===== src/rtl/ahb_pkg.sv =====
// Shared types for the AHB-lite multi-requester master front end.
//   htrans_t    : AHB transfer type (only IDLE and NONSEQ are ever issued)
//   arb_state_t : sequencer states (arbitrate, address phase, data phase)
package ahb_pkg;

   typedef enum logic [1:0] {
      IDLE   = 2'b00,
      NONSEQ = 2'b10
   } htrans_t;

   typedef enum logic [1:0] {
      ARB  = 2'b00,
      ADDR = 2'b01,
      DATA = 2'b10
   } arb_state_t;

endpackage


===== src/rtl/ahb_master_arb_rr_arbiter.sv =====
// Combinational round-robin picker.
//   req    : request vector (already masked by the caller)
//   ptr    : index where the search starts; wraps through nReq-1 back to 0
//   anyReq : at least one request present
//   winner : first requesting index at or after ptr
module rr_arbiter
   import ahb_pkg::*;
#(
   parameter  int unsigned nReq = 2,
   localparam int unsigned IdxW = $clog2(nReq)
) (
   input  logic [nReq-1:0] req,
   input  logic [IdxW-1:0] ptr,
   output logic            anyReq,
   output logic [IdxW-1:0] winner
);

   // Walk nReq candidates starting at ptr; first hit wins.
   always_comb begin
      int unsigned idx;
      anyReq = 1'b0;
      winner = '0;
      idx    = 0;
      for (int unsigned k = 0; k < nReq; k++) begin
         idx = 32'(ptr) + k;
         if (idx >= nReq) idx = idx - nReq;
         if (!anyReq && req[IdxW'(idx)]) begin
            anyReq = 1'b1;
            winner = IdxW'(idx);
         end
      end
   end

endmodule


===== src/rtl/ahb_master_arb.sv =====
// AHB-lite master front end sharing one slave port among nReq requesters.
// Round-robin arbitration, one non-pipelined NONSEQ transfer at a time,
// single-cycle one-hot ack with read data.
//   hclk, hresetn          : clock, async active-low reset
//   req/reqWrite/reqAddr/reqWdata : per-requester request (packed slices)
//   ack/ackRdata/ackErr    : completion pulse, read data, timeout flag
//   grantId                : current or last granted requester
//   hselx/htrans/haddr/hwrite/hwdata/hrdata/hready : AHB-lite slave pins
// Optional feature: define AHB_MASTER_ARB_TIMEOUT_EN to abort a transfer after
// timeoutCycles consecutive hready=0 cycles (ack with ackErr=1).
module ahb_master_arb
   import ahb_pkg::*;
#(
   parameter int unsigned nReq          = 2,
   parameter int unsigned addrWidth     = 8,
   parameter int unsigned dataWidth     = 32,
   parameter int unsigned timeoutCycles = 16
) (
   input  logic                        hclk,
   input  logic                        hresetn,
   input  logic [nReq-1:0]             req,
   input  logic [nReq-1:0]             reqWrite,
   input  logic [nReq*addrWidth-1:0]   reqAddr,
   input  logic [nReq*dataWidth-1:0]   reqWdata,
   output logic [nReq-1:0]             ack,
   output logic [dataWidth-1:0]        ackRdata,
   output logic                        ackErr,
   output logic [$clog2(nReq)-1:0]     grantId,
   output logic                        hselx,
   output logic [1:0]                  htrans,
   output logic [addrWidth-1:0]        haddr,
   output logic                        hwrite,
   output logic [dataWidth-1:0]        hwdata,
   input  logic [dataWidth-1:0]        hrdata,
   input  logic                        hready
);

   localparam int unsigned IdxW = $clog2(nReq);

   if (nReq < 2 || nReq > 8 || timeoutCycles < 1 || timeoutCycles > 255) begin : g_param_check
      $error("ahb_master_arb: parameter out of range");
   end

   arb_state_t             state_q, state_d;
   htrans_t                htrans_q, htrans_d;
   logic                   hselx_q, hselx_d;
   logic [addrWidth-1:0]   haddr_q, haddr_d;
   logic                   hwrite_q, hwrite_d;
   logic [dataWidth-1:0]   hwdata_q, hwdata_d;
   logic [dataWidth-1:0]   wdata_q, wdata_d;
   logic [nReq-1:0]        ack_q, ack_d;
   logic [dataWidth-1:0]   rdata_q, rdata_d;
   logic [IdxW-1:0]        grant_q, grant_d;
   logic [IdxW-1:0]        ptr_q, ptr_d;
   logic [nReq-1:0]        req_masked_c;
   logic                   any_req_c;
   logic [IdxW-1:0]        winner_c;
   logic                   timeout_c;

   // A requester being acked this cycle cannot win again in the same cycle.
   assign req_masked_c = req & ~ack_q;

   rr_arbiter #(.nReq(nReq)) u_rr_arbiter (
      .req    (req_masked_c),
      .ptr    (ptr_q),
      .anyReq (any_req_c),
      .winner (winner_c)
   );

`ifdef AHB_MASTER_ARB_TIMEOUT_EN
   localparam int unsigned         ToCntW = 8;
   localparam logic [ToCntW-1:0]   ToLast = ToCntW'(timeoutCycles - 1);
   logic [ToCntW-1:0]              to_cnt_q, to_cnt_d;
   logic                           err_q, err_d;

   // This stall is the timeoutCycles-th consecutive one.
   assign timeout_c = (state_q != ARB) && !hready && (to_cnt_q == ToLast);

   // Zero while arbitrating so every transfer starts from a clean count.
   always_comb begin
      to_cnt_d = to_cnt_q;
      if (state_q == ARB || hready) to_cnt_d = '0;
      else                          to_cnt_d = to_cnt_q + 1'b1;
   end

   always_ff @(posedge hclk or negedge hresetn) begin
      if (!hresetn) begin
         to_cnt_q <= '0;
         err_q    <= 1'b0;
      end else begin
         to_cnt_q <= to_cnt_d;
         err_q    <= err_d;
      end
   end

   assign ackErr = err_q;
`else
   assign timeout_c = 1'b0;
   assign ackErr    = 1'b0;
`endif

   // State register.
   always_ff @(posedge hclk or negedge hresetn) begin
      if (!hresetn) state_q <= ARB;
      else          state_q <= state_d;
   end

   // Next-state logic.
   always_comb begin
      state_d = state_q;
      case (state_q)
         ARB:     if (any_req_c) state_d = ADDR;
         ADDR:    if (hready) state_d = DATA;
                  else if (timeout_c) state_d = ARB;
         DATA:    if (hready || timeout_c) state_d = ARB;
         default: state_d = ARB;
      endcase
   end

   // Output and holding-register next values.
   always_comb begin
      htrans_d = htrans_q;
      hselx_d  = hselx_q;
      haddr_d  = haddr_q;
      hwrite_d = hwrite_q;
      hwdata_d = hwdata_q;
      wdata_d  = wdata_q;
      grant_d  = grant_q;
      ptr_d    = ptr_q;
      ack_d    = '0;
      rdata_d  = '0;
`ifdef AHB_MASTER_ARB_TIMEOUT_EN
      err_d    = 1'b0;
`endif
      case (state_q)
         ARB: if (any_req_c) begin
            haddr_d  = reqAddr[32'(winner_c) * addrWidth +: addrWidth];
            hwrite_d = reqWrite[winner_c];
            wdata_d  = reqWdata[32'(winner_c) * dataWidth +: dataWidth];
            htrans_d = NONSEQ;
            hselx_d  = 1'b1;
            grant_d  = winner_c;
            ptr_d    = (winner_c == IdxW'(nReq - 1)) ? '0 : winner_c + 1'b1;
         end
         ADDR: if (hready) begin
            htrans_d = IDLE;
            hselx_d  = 1'b0;
            hwdata_d = hwrite_q ? wdata_q : '0;
         end else if (timeout_c) begin
            htrans_d = IDLE;
            hselx_d  = 1'b0;
            ack_d    = nReq'(1) << grant_q;
`ifdef AHB_MASTER_ARB_TIMEOUT_EN
            err_d    = 1'b1;
`endif
         end
         DATA: if (hready) begin
            ack_d    = nReq'(1) << grant_q;
            rdata_d  = hwrite_q ? '0 : hrdata;
         end else if (timeout_c) begin
            ack_d    = nReq'(1) << grant_q;
`ifdef AHB_MASTER_ARB_TIMEOUT_EN
            err_d    = 1'b1;
`endif
         end
         default: ;
      endcase
   end

   // Output and holding registers.
   always_ff @(posedge hclk or negedge hresetn) begin
      if (!hresetn) begin
         htrans_q <= IDLE;
         hselx_q  <= 1'b0;
         haddr_q  <= '0;
         hwrite_q <= 1'b0;
         hwdata_q <= '0;
         wdata_q  <= '0;
         ack_q    <= '0;
         rdata_q  <= '0;
         grant_q  <= '0;
         ptr_q    <= '0;
      end else begin
         htrans_q <= htrans_d;
         hselx_q  <= hselx_d;
         haddr_q  <= haddr_d;
         hwrite_q <= hwrite_d;
         hwdata_q <= hwdata_d;
         wdata_q  <= wdata_d;
         ack_q    <= ack_d;
         rdata_q  <= rdata_d;
         grant_q  <= grant_d;
         ptr_q    <= ptr_d;
      end
   end

   assign htrans   = htrans_q;
   assign hselx    = hselx_q;
   assign haddr    = haddr_q;
   assign hwrite   = hwrite_q;
   assign hwdata   = hwdata_q;
   assign ack      = ack_q;
   assign ackRdata = rdata_q;
   assign grantId  = grant_q;

endmodule


===== config.mk =====
export PLATFORM = sky130hd
export DESIGN_NAME = ahb_master_arb
export DESIGN_NICKNAME = d
export VERILOG_FILES = /design/src/rtl/ahb_pkg.sv /design/src/rtl/ahb_master_arb_rr_arbiter.sv /design/src/rtl/ahb_master_arb.sv
export SDC_FILE = /design/constraint.sdc
export NUM_CORES = 1
export LEC_CHECK = 0
export ABC_AREA = 1
export ABC_CLOCK_PERIOD_IN_PS = 1250
export CAP_MARGIN = 20
export CORE_AREA = 2 2 116 118
export CTS_CLUSTER_DIAMETER = 100
export DETAILED_ROUTE_END_ITERATION = 7
export DIE_AREA = 0 0 118 120
export PLACE_DENSITY = 0.85
export RECOVER_POWER = 25
export SYNTH_ARGS = -nofsm -noshare
export SYNTH_HDL_FRONTEND = slang
export SYNTH_SLANG_ARGS = --single-unit

===== constraint.sdc =====
create_clock -name hclk -period 1.25 [get_ports hclk]
set_input_delay 0.3125 -clock hclk [delete_from_list [all_inputs] [get_ports hclk]]
set_output_delay 0.3125 -clock hclk [all_outputs]
set_load 0.03 [all_outputs]

* After elaboration in Yosys (flattened, before gate mapping)
Index checks and enable logic that the tools add are counted.
Word-level totals: register bits 114, input port bits 119, output and inout bits 80, word-level logic and storage cells 66
Operators by class: $add $sub $neg 4, magnitude comparators 5, eq/ne operators 5, shift-type cells 3, multiplexer cells 28, bitwise gates (word level) 2, reductions and logical operators 8
Operators by type and width (number):
- 2-to-1 mux 32 bit | 4
- variable part select 64 x 7 -> 32 bit | 1
- variable part select 16 x 5 -> 8 bit | 1
- 2-to-1 mux 1 bit | 15
- 2-to-1 mux 2 bit | 6
- < comparator 1 x 2 -> 1 bit, second input constant | 3
- inequality test 2 bit, second input constant | 3
- case mux 2 bit (3 select lines) | 1
- AND reduction 3 bit | 2
- case mux 2 bit (2 select lines) | 1
- AND reduction 2 bit | 2
- adder 1 x 1 -> 2 bit, second input constant | 1
- bitwise AND 2 bit | 1
- equality test 2 x 1 -> 1 bit, second input constant | 1
- equality test 2 bit, second input constant | 1
- >= comparator 1 x 2 -> 1 bit, second input constant | 1
- >= comparator 2 bit, second input constant | 1
- zero test 2 bit | 1
- inverter 2 bit | 1
- case mux 1 bit (2 select lines) | 1
- nonzero test 2 bit | 1
- << shifter 1 x 1 -> 2 bit, first input constant | 1
- subtractor 1 bit, second input constant | 2
- adder 1 bit, second input constant | 1
- other kinds (2) | 2

* Longest topological paths before layout
word-level depth 10, depth in mapped cells 9, mapped depth without buffers 8

* Hierarchy
Synthesis repeated with hierarchy kept, for this count alone.
Unflattened totals: cells, all modules 558, area, all modules 4799.6 sq um
Modules (own cells, without submodules):
- ahb_master_arb | times used 1, cells an instance 554, area each 4780.8 sq um
- rr_arbiter | times used 1, cells an instance 4, area each 18.8 sq um

* Least setup slack after synthesis
No wires, ideal clock.
path type reg-to-reg, start point reg ack_q[0], in the netlist ack[0], end point reg wdata_q[10], library setup time 0.117 ns, data arrival time 1.248 ns, data required time 1.133 ns, slack -0.114 ns, cell stages (with the launch flop) 9, clock period less this slack 1.364 ns, cell sequence dfrtp_1 inv_1 nand3_1 nand2_1 buf_4 nand2_1 nand2_1 nand2_1 nand2_1
On the way: cells in the longest elaborated chain, start to end 9, elaborated cells on any way between the ends 14, classes of those cells shift: 1; mux: 8; bitwise: 2; reduce/logical: 3
Ends and longest elaborated chain:
- from (decl) | line ahb_master_arb.sv:51 | logic [nReq-1:0] ack_q, ack_d;
- from (signal assigned) | line ahb_master_arb.sv:190 | ack_q <= ack_d;
- inverter 2 bit * | line ahb_master_arb.sv:61 | assign req_masked_c = req & ~ack_q;
- bitwise AND 2 bit * | line ahb_master_arb.sv:61
- 2-to-1 mux 1 bit (implied by the code) (2 in series) | line ahb_master_arb_rr_arbiter.sv:27 | if (!anyReq && req[IdxW'(idx)]) begin
- 2-to-1 mux 1 bit | line ahb_master_arb_rr_arbiter.sv:27
- zero test 1 bit | line ahb_master_arb_rr_arbiter.sv:27
- logical AND 1 bit | line ahb_master_arb_rr_arbiter.sv:27
- 2-to-1 mux 1 bit | line ahb_master_arb_rr_arbiter.sv:27
- variable part select 64 x 7 -> 32 bit or AND reduction 2 bit (tied branches)
- to (signal assigned) | line ahb_master_arb.sv:189 | wdata_q <= wdata_d;
- to (decl) | line ahb_master_arb.sv:50 | logic [dataWidth-1:0] wdata_q, wdata_d;
Mark *: on every way between the ends. The rest lies on a longest branch, timed or not. The select of a mux whose other input is x is not followed. A chain may end at the register's enable or synchronous reset.

* Worst setup path in the final report
start point reg hwrite_q, in the netlist hwrite, end point out hwrite
RTL lines:
- from (decl) | line ahb_master_arb.sv:48 | logic hwrite_q, hwrite_d;
- from (signal assigned) | line ahb_master_arb.sv:187 | hwrite_q <= hwrite_d;
- to (decl) | line ahb_master_arb.sv:32 | output logic hwrite,
No word-level cell between the ends.

==> impl_metrics.csv <==
group,metric,value,unit
worst_setup_path,r2r-start,"hwrite",
logic_synthesis,ys_seq_area_share,56.5,%
floorplan,die_w,118,µm
power_and_ir_drop,p_leak,4.20,nW
worst_setup_path,required,0.94,ns
worst_setup_path,rr_endpoint,"ackRdata[0]",
cts,root_buffer,"clkbuf_16",
worst_setup_path,critPathCaptureType,"output pin",
placement,place_area,7150,µm²
floorplan,fp.dieH,120,µm
power_and_ir_drop,p_int,10.7,mW
sta,period_share,108,%
floorplan,die-area,14200,µm²
detailed_routing,drtAntennaViolNets,0,
grt,grt_remaining_overflow,0,
detailed_routing,drt_iter0_markers,285,
floorplan,io_pins,199,
worst_setup_path,crit_arrival,1.04,ns
placement,post-dp-hpwl,9600,µm
grt,grt_antenna_before_repair,0,
sta,slew_headroom,29.2,%
grt,grt_use_total,20.4,%
worst_setup_path,critical_path.startpoint_type,"flop",
sta,worst_pin_slew,1.06,ns
logic_synthesis,yosysTopAreaCell,"dfrtp_1",
detailed_routing,drc,0,
worst_setup_path,crit_end,"hwrite",
finish,nets,902,
logic_synthesis,netlist.area_leader.share,56.5,%
power_and_ir_drop,power,18.2,mW
power_and_ir_drop,max-vdd-ir-drop,1.02,mV
finish,antennaDiodeCount,0,
detailed_routing,vias,4645,
logic_synthesis,ys_seq_elements,112,
worst_setup_path,crit_path_start,"hwrite",
power_and_ir_drop,combPwrFrac,52.9,%
logic_synthesis,synth.distinct_cells,18,
grt,grt_pass1_wl,22800,µm
cts,numCtsBuffers,9,
logic_synthesis,synth.area.top_cells,"dfrtp_1 57%, nand2_1 21%, nor3b_2 7.6%",
sta,worst_slack,-0.104,ns
finish,design_area,8290,µm²
grt,grt_max_degree,78,
status,violations,"setup timing",
cts,htreeDepth,3,
logic_synthesis,netlist_area,4960,µm²
logic_synthesis,yosysWarnings,0,
sta,fin_skew,0.0114,ns
logic_synthesis,synth_commonest_cells,"279 x nand2_1, 112 x dfrtp_1, 74 x nand3_1",
cts,cts_tree,"built",
sta,finalSetupViolCount,74,
power_and_ir_drop,power_frac_seq,31.8,%
detailed_routing,routed_wl,16000,µm
grt,grt_pass1_vias,4362,
logic_synthesis,ys.flop_type,"dfrtp_1",
power_and_ir_drop,p_switching,7.51,mW
power_and_ir_drop,powerDensity,2190,nW/µm²
floorplan,start_util,38.2,%
logic_synthesis,ys_async_sr_fraction,100,%
worst_setup_path,path_max_fanout,2,
logic_synthesis,synth_cells,558,
placement,globalplace.congestion,0.802,
detailed_routing,first_pass_iters,5,
run,maxCapViolations,0,
status,status,"finished with violations",
cts,clk_pin_slew,0.08,ns
finish,drive_gt1_share,32.1,%
sta,finalCriticalPeriod,1.35,ns
logic_synthesis,syn_area_per_cell,8.88,µm²
finish,area_growth,67.3,%
finish,fillers,1007,
cts,clk_latency,0.36,ns
power_and_ir_drop,clockPowerShare,15.3,%
logic_synthesis,synth_edf_count,0,
detailed_routing,vias_per_cell,4.82,
sta,max_freq,0.739,GHz
placement,port_buffers,196,
sta,hold_viol,0,
floorplan,core_area,13000,µm²
sta,rsz0062_at_grt,"yes",
worst_setup_path,ff2ff_setup_slack,-0.09,ns
sta,report.final.slew_viol_count,0,
logic_synthesis,yosysMostFrequentCell,"nand2_1",
worst_setup_path,worst-setup-path-type,"reg -> out",
detailed_routing,wl_per_cell,16.5,µm
power_and_ir_drop,sw_frac_of_total,41.3,%
worst_hold_path,hp-class,"in -> async",
placement,post-place-ws,-0.392,ns
cts,clock-sinks,112,
cts,clock_path_buffers,2,
floorplan,rows,42,
worst_setup_path,ff2ff_path_depth,4,
==> worst max-delay path, cell delays in order, from the launching register on <==
cell and delay (ns):
dfrtp_2 0.43, buf_12 0.13, buf_8 0.12
==> what timing repair did <==
item                       CTS  global route
cloned                       2            11
setup buffers                5            13
hold buffers                 0             0
pin swaps                    0            32
setup endpoints to repair   96           138
resized for setup           32            98
==> worst min path at each step <==
stage | from | to
6_report | hresetn | ackRdata[11]
5_1_grt | hresetn | ackRdata[11]
4_1_cts | hresetn | wdata_q[15]
3_5_place_dp | hresetn | hwdata[16]
3_3_place_gp | hresetn | hwdata[23]
2_1_floorplan | hresetn | ackRdata[0]
==> cell type report <==
class	count	area, µm²	share of cell area [%]
clock buffers	10	239	2.88
clock inverters	6	43.8	0.528
inverters	8	52.6	0.634
multi-input cells	398	2160	26.0
flip-flops and latches	112	2810	33.9
well taps	176	220	2.65
repair buffers	254	2770	33.4
==> power by group through the flow <==
stage	sequential (mW)	clock, mW	combinational (mW)
final	5.77	2.77	9.62
after global routing	5.91	2.98	10.3
after CTS	5.72	2.84	8.14
after detailed placement	5.74	0	7.59
after global placement	5.73	0	7.43
after floorplan	7.05	0	3.03
==> per-stage QoR <==
| stage | setup TNS, ns | util [%] | hold slack, ns | cells |
|---|---|---|---|---|
| final | -2.24 | 63.9 | 0.0400 | 964 |
| after global routing | -7.90 | 63.9 | 0.0913 | 964 |
| after CTS | -0.251 | 58.7 | 0.00872 | 940 |
| after detailed placement | -39.00 | 55.1 | 0.385 | 918 |
| after global placement | -38.28 | 55.1 | 0.384 | 918 |
| after floorplan | -1.39 | - | 0.0169 | 559 |
==> cell usage in the layout (no fill, tap or decap), types with 5 or more instances in the layout <==
master           count
nand2_1            228
clkdlybuf4s50_1    116
dfrtp_1            108
buf_4               77
nand3_1             73
nand2_2             38
nor3b_2             27
buf_6               23
buf_12              20
clkbuf_16           19
nand2_4             12
nor3b_4              5
==> flip-flops by register name (all words and copies together), names as in the netlist <==
signal	count
grantId	1
ptr_q	1
hwdata	32
wdata_q	32
htrans	1
ack	2
haddr	8
state_q	2
hwrite	1
ackRdata	32
==> logic make-up (layout without fill, tap and decap cells) <==
| family | count (synthesis) | after routing | synth area share (%) |
|---|---|---|---|
| AOI/OAI and AO/OA | 4 | 4 | 0.404 |
| other | 1 | 2 | 0.0756 |
| and+or+nand+nor | 392 | 392 | 37.2 |
| buffers and inverters | 49 | 278 | 5.75 |
| DFF | 112 | 112 | 56.5 |
==> routing by layer <==
layer	GRT usage [%]	routed length [µm]
met3	4.23	865
met1	26.6	6610
met5	0	0
met4	6.93	297
met2	33.9	8190
Power figures use the tool's default switching activity.
